<file path="src/rtl/alu_arbiter.sv">
// ---------------------------------------------------------------------------
// alu_arbiter
//
// Purpose:
//   Shares one combinational ALU between two requesters. Each requester has
//   a command channel (reqN_*) and a response channel (rspN_*). The block
//   runs one operation at a time through a three-state FSM:
//     IDLE  : pick a requester and accept its command
//     ISSUE : drive the stored command to the ALU, sample the ALU outputs
//     RESP  : present the result to the granted requester until it is taken
//
// Handshake semantics (all channels):
//   A transfer happens on a rising clk edge where valid and ready are both 1.
//   Once asserted, valid holds its payload until that transfer. Ready may
//   depend combinationally on valid. Ready or valid seen alone has no effect.
//
// Ports:
//   clk, reset_n                      clock, asynchronous active-low reset
//   req0_valid/ready/opcode/a/b       requester 0 command channel
//   req1_valid/ready/opcode/a/b       requester 1 command channel
//   rsp0_valid/ready, rsp1_valid/ready response handshakes
//   rsp_result/overflow/error         shared response payload
//   alu_data_a/b, alu_opcode, alu_enable  drive to the shared ALU
//   alu_result/overflow/error         combinational ALU outputs
//
// Parameter:
//   PRIO_INIT  requester (0 or 1) holding round-robin priority after reset
// ---------------------------------------------------------------------------
module alu_arbiter #(
    parameter int unsigned PRIO_INIT = 0
) (
    input  logic        clk,
    input  logic        reset_n,

    input  logic        req0_valid,
    output logic        req0_ready,
    input  logic [4:0]  req0_opcode,
    input  logic [31:0] req0_a,
    input  logic [31:0] req0_b,

    input  logic        req1_valid,
    output logic        req1_ready,
    input  logic [4:0]  req1_opcode,
    input  logic [31:0] req1_a,
    input  logic [31:0] req1_b,

    output logic        rsp0_valid,
    input  logic        rsp0_ready,
    output logic        rsp1_valid,
    input  logic        rsp1_ready,

    output logic [31:0] rsp_result,
    output logic        rsp_overflow,
    output logic        rsp_error,

    output logic [31:0] alu_data_a,
    output logic [31:0] alu_data_b,
    output logic [4:0]  alu_opcode,
    output logic        alu_enable,

    input  logic [31:0] alu_result,
    input  logic        alu_overflow,
    input  logic        alu_error
);

    localparam logic [1:0] S_IDLE  = 2'd0;
    localparam logic [1:0] S_ISSUE = 2'd1;
    localparam logic [1:0] S_RESP  = 2'd2;

    // NOP code of the shared opcode set: the ALU is not sampled for it.
    localparam logic [4:0] OP_NOP = 5'h00;

    logic [1:0]  state;
    logic        prio;       // requester that wins when both are valid
    logic        gnt_id;     // requester owning the operation in flight
    logic [4:0]  op_q;
    logic [31:0] a_q;
    logic [31:0] b_q;

    logic        grant_valid;
    logic        grant_sel;
    logic        rsp_take;

    // Grant decision. Gated by reset_n so no ready is shown while reset is
    // held; a grant can then only complete on a clock edge after release.
    always_comb begin
        grant_valid = 1'b0;
        grant_sel   = 1'b0;
        if (reset_n && state == S_IDLE && (req0_valid || req1_valid)) begin
            grant_valid = 1'b1;
            grant_sel   = (req0_valid && req1_valid) ? prio : req1_valid;
        end
    end

    assign req0_ready = grant_valid && !grant_sel;
    assign req1_ready = grant_valid &&  grant_sel;

    assign rsp0_valid = (state == S_RESP) && !gnt_id;
    assign rsp1_valid = (state == S_RESP) &&  gnt_id;

    // Only the owner's ready can close the response.
    assign rsp_take = gnt_id ? rsp1_ready : rsp0_ready;

    // The ALU sees the stored command during ISSUE only; zero otherwise.
    always_comb begin
        alu_enable = 1'b0;
        alu_data_a = 32'd0;
        alu_data_b = 32'd0;
        alu_opcode = 5'd0;
        if (state == S_ISSUE) begin
            alu_enable = 1'b1;
            alu_data_a = a_q;
            alu_data_b = b_q;
            alu_opcode = op_q;
        end
    end

    always_ff @(posedge clk or negedge reset_n) begin
        if (!reset_n) begin
            state        <= S_IDLE;
            prio         <= (PRIO_INIT != 0);
            gnt_id       <= 1'b0;
            op_q         <= 5'd0;
            a_q          <= 32'd0;
            b_q          <= 32'd0;
            rsp_result   <= 32'd0;
            rsp_overflow <= 1'b0;
            rsp_error    <= 1'b0;
        end else begin
            case (state)
                S_IDLE: begin
                    if (grant_valid) begin
                        gnt_id <= grant_sel;
                        op_q   <= grant_sel ? req1_opcode : req0_opcode;
                        a_q    <= grant_sel ? req1_a      : req0_a;
                        b_q    <= grant_sel ? req1_b      : req0_b;
                        // Round robin: whoever just won yields priority.
                        prio   <= !grant_sel;
                        state  <= S_ISSUE;
                    end
                end
                S_ISSUE: begin
                    if (op_q == OP_NOP) begin
                        rsp_result   <= 32'd0;
                        rsp_overflow <= 1'b0;
                        rsp_error    <= 1'b0;
                    end else begin
                        rsp_result   <= alu_result;
                        rsp_overflow <= alu_overflow;
                        rsp_error    <= alu_error;
                    end
                    state <= S_RESP;
                end
                S_RESP: begin
                    if (rsp_take) begin
                        state <= S_IDLE;
                    end
                end
                default: begin
                    state <= S_IDLE;
                end
            endcase
        end
    end

endmodule
</file>
<file path="config.mk">
export PLATFORM = sky130hd
export DESIGN_NAME = alu_arbiter
export DESIGN_NICKNAME = d
export VERILOG_FILES = /design/src/rtl/alu_arbiter.sv
export SDC_FILE = /design/constraint.sdc
export NUM_CORES = 1
export LEC_CHECK = 0
export CORE_ASPECT_RATIO = 0.9
export CORE_MARGIN = 2
export CORE_UTILIZATION = 40
export CTS_CLUSTER_DIAMETER = 120
export DETAILED_ROUTE_END_ITERATION = 8
export GPL_ROUTABILITY_DRIVEN = 0
export PLACE_DENSITY_LB_ADDON = 0.12
export SETUP_SLACK_MARGIN = 0.1
export SYNTH_ARGS = -nofsm -noshare
export SYNTH_HDL_FRONTEND = slang
export SYNTH_SLANG_ARGS = --single-unit
</file>
<file path="constraint.sdc">
create_clock -name clk -period 1.65 [get_ports clk]
set_input_delay 0.33 -clock clk [delete_from_list [all_inputs] [get_ports clk]]
set_output_delay 0.33 -clock clk [all_outputs]
set_load 0.01 [all_outputs]
</file>
==> flow_summary.toml <==
[run_status]
failed_checks = "setup timing"
status = "finished with violations"

[layout]
area_growth_syn_to_layout_pct = 107.7
fin_nets = 1076
final_core_util_pct = 84.38
final_cell_area_sq_um = 11190
drive_gt1_share_pct = 42.08
final.fill_count = 698

[global_route]
grt_usage_pct = 27.25
overflow = 0
antenna_found_initial = 1
grt_pass1_wl_mm = 30.43
grt_max_degree = 90
first_global_vias = 5584

[detailed_routing]
drc = 0
drtIter0Drc = 539
antenna_left = 0
routedWlPerCell_um = 24.64
drt-vias-per-instance = 5.840
via_count = 6261
drt_pass1_iterations = 5
routed_wl_mm = 26.41

[logic_synthesis]
yosysTopAreaCellShare_pct = 49.70
synth_area_sq_um = 5388
dominantRegCellSynth = "dfrtp_1"
synthArstFlopShare_pct = 100.0
synth_cells = 563
synth_top_cells_by_area = "dfrtp_1 (50%), a221o_1 (13%), nand2_1 (9.6%), and2_1 (8.0%), nor3_1 (5.3%)"
avgSynthCellArea_sq_um = 9.570
yosys_warnings = 0
yosysTopAreaCell = "dfrtp_1"
syn-num-nets = 741
ys_seq_area_share_pct = 49.70
synth-edff-count = 0
ys_seq_elements = 107
synthTopCellsByCount = "nand2_1 (138), dfrtp_1 (107), a221o_1 (69), and2_1 (69), nor3_1 (57)"
synth.most_common_cell = "nand2_1"
synth.distinct_cells = 26

[critical_path]
ff2ff_path_depth = 9
cp_data_required_time_ns = 1.93
crit_slowest_cell = "dfrtp_1"
crit_type = "reg -> reg"
crit_arrival_ns = 2.33
slowest_delay_ns = 0.42
cp-start-kind = "register"
end_kind = "register"
cp_cell_sequence = "buf_6 -> or3b_4 -> buf_4 -> buf_6 -> buf_12 -> buf_4 -> clkbuf_16 -> nor3_4 -> a221o_1"
path_max_fanout = 6

[timing]
worst_pin_slew_ns = 1.161
post-route-min-period_ns = 2.043
setup_viol = 143
relSlewSlack_pct = 22.59
finalHoldViolations = 0
setup_tns_ns = -38.19
rsz0062_at_grt = "true"
fmax_mhz = 489.4
hold-worst-slack_ns = 0.3148
skew_ns = 0.006974
period_share_pct = 123.8
fin_ws_ns = -0.3935
slew_violations = 0

[placement]
io_buffers = 285
dp_hpwl_mm = 12.60
postPlaceCellArea_sq_um = 8363

[clock_tree]
cts_tree = "done"
insertion_delay_ns = 0.36
clock-sinks = 107
htree_levels = 3
ctsRootBufferMaster = "clkbuf_16"
path_clk_slew_ns = 0.08
cts_buffer_depth = 2
cts_made_buffers = 9

[floorplan]
die_w_um = 126.3
start_util_pct = 40.62
rows = 40
die_h_um = 114.1
ios = 286
core_sq_um = 13260
fp.dieArea_sq_um = 14410

[run]
maxCapViolCount = 0

[worst_hold_path]
hp-class = "in -> async"

[power_and_ir_drop]
cellInternalPower_uw = 10160
powerDensity_nw_per_um2 = 1474
cellLeakagePower_uw = 0.005179
ir_worst_vdd_uv = 933.8
p_clk_share_pct = 12.9
pwr-share-seq_pct = 28.3
power_frac_comb_pct = 58.8
switching_share_pct = 38.41
power_switching_uw = 6336
through the flow:
stage / total power (uW) / cells / setup WS (ns)
2_1_floorplan: 7431 / 563 / 0.05661
3_3_place_gp: 10070 / 983 / -0.4669
3_5_place_dp: 10220 / 983 / -0.4518
4_1_cts: 13310 / 1019 / -0.3439
5_1_grt: 17110 / 1072 / -0.4248
6_report: 16490 / 1072 / -0.3935
logic make-up after synthesis:
logic type | after synthesis | synth area share, %
simple gates | 287 | 26.71
compound gates | 107 | 16.35
flops | 107 | 49.70
buf+inv | 61 | 7.037
mux | 1 | 0.2090
worst max-delay path: cells and delay by family (launching register included):
| kind | cells | cell delay, ns |
|---|---|---|
| and+or+nand+nor | 2 | 0.53 |
| AOI/OAI and AO/OA | 1 | 0.18 |
| DFF | 1 | 0.42 |
| buffers and inverters | 6 | 0.83 |
per-layer routing:
layer | track usage (%) | share of wire [%] | vias to the layer above
li1 | - | - | 2674
met3 | 6.822 | 8.8 | 80
met1 | 34.65 | 37 | 3140
met2 | 45.13 | 49 | 367
met5 | 0 | 0 | -
met4 | 10.62 | 4.6 | 0
path summary, 6_finish.rpt:
path                           start        end  slack, ns
setup / recovery            state[1]    b_q[24]      -0.39
setup reg to reg            state[1]    b_q[24]      -0.39
min in group clk           rsp_error  rsp_error       0.48
hold reg to reg            rsp_error  rsp_error       0.48
hold / removal               reset_n   state[0]       0.31
max in group asynchronous    reset_n   state[0]       0.57
final cells by class:
type                    instances  area, sq um  share of cell area (%)
repair buffers                380         4597                   41.08
multi-input cells             396         3398                   30.37
flip-flops and latches        107         2679                   23.94
clock buffers                   9        225.2                   2.013
well taps                     168        210.2                   1.878
clock inverters                 7        56.30                  0.5031
inverters                       4        22.52                  0.2013
diodes                          1        2.502                 0.02236
flip-flops by register name, indices dropped and copies added, names as in the netlist:
| register | flops |
|---|---|
| a_q | 32 |
| rsp_result | 32 |
| gnt_id | 1 |
| b_q | 32 |
| rsp_overflow | 1 |
| rsp_error | 1 |
| state | 2 |
| op_q | 5 |
| prio | 1 |
power by group through the flow:
stage               registers [uW]  logic (uW)  clock network [uW]
floorplan                     4580        2850                   0
global placement              4520        5550                   0
detailed placement            4550        5660                   0
finish                        4660        9700                2130
CTS                           4560        6620                2130
global route                  4770       10100                2250
cell usage in the layout (no fill, tap or decap), types with 2 or more instances in the layout:
cell type and count:
buf_4 22, clkdlybuf4s50_1 174, nor3_2 14, o21ai_4 4
clkdlybuf4s15_2 2, buf_2 2, nor3_4 55, buf_16 8
dlymetal6s2s_1 35, buf_8 7, inv_6 4, o21ai_2 29
buf_12 21, and2_4 68, inv_1 3, nor2_1 2
buf_6 90, o21ai_1 3, a21oi_2 2, nand2_1 127
nand2_2 3, nand2_4 8, dfrtp_1 106, clkbuf_16 27
a221o_1 69
timing repair:
action                                 in CTS  in global routing
endpoints found under the hold margin      18                  0
cloned                                      8                 31
buffers inserted                           11                 25
pin swaps                                  21                132
setup endpoints to repair                 179                196
resized for setup                         395                344
hold buffers                                1                  0
Power figures use the tool's default switching activity.
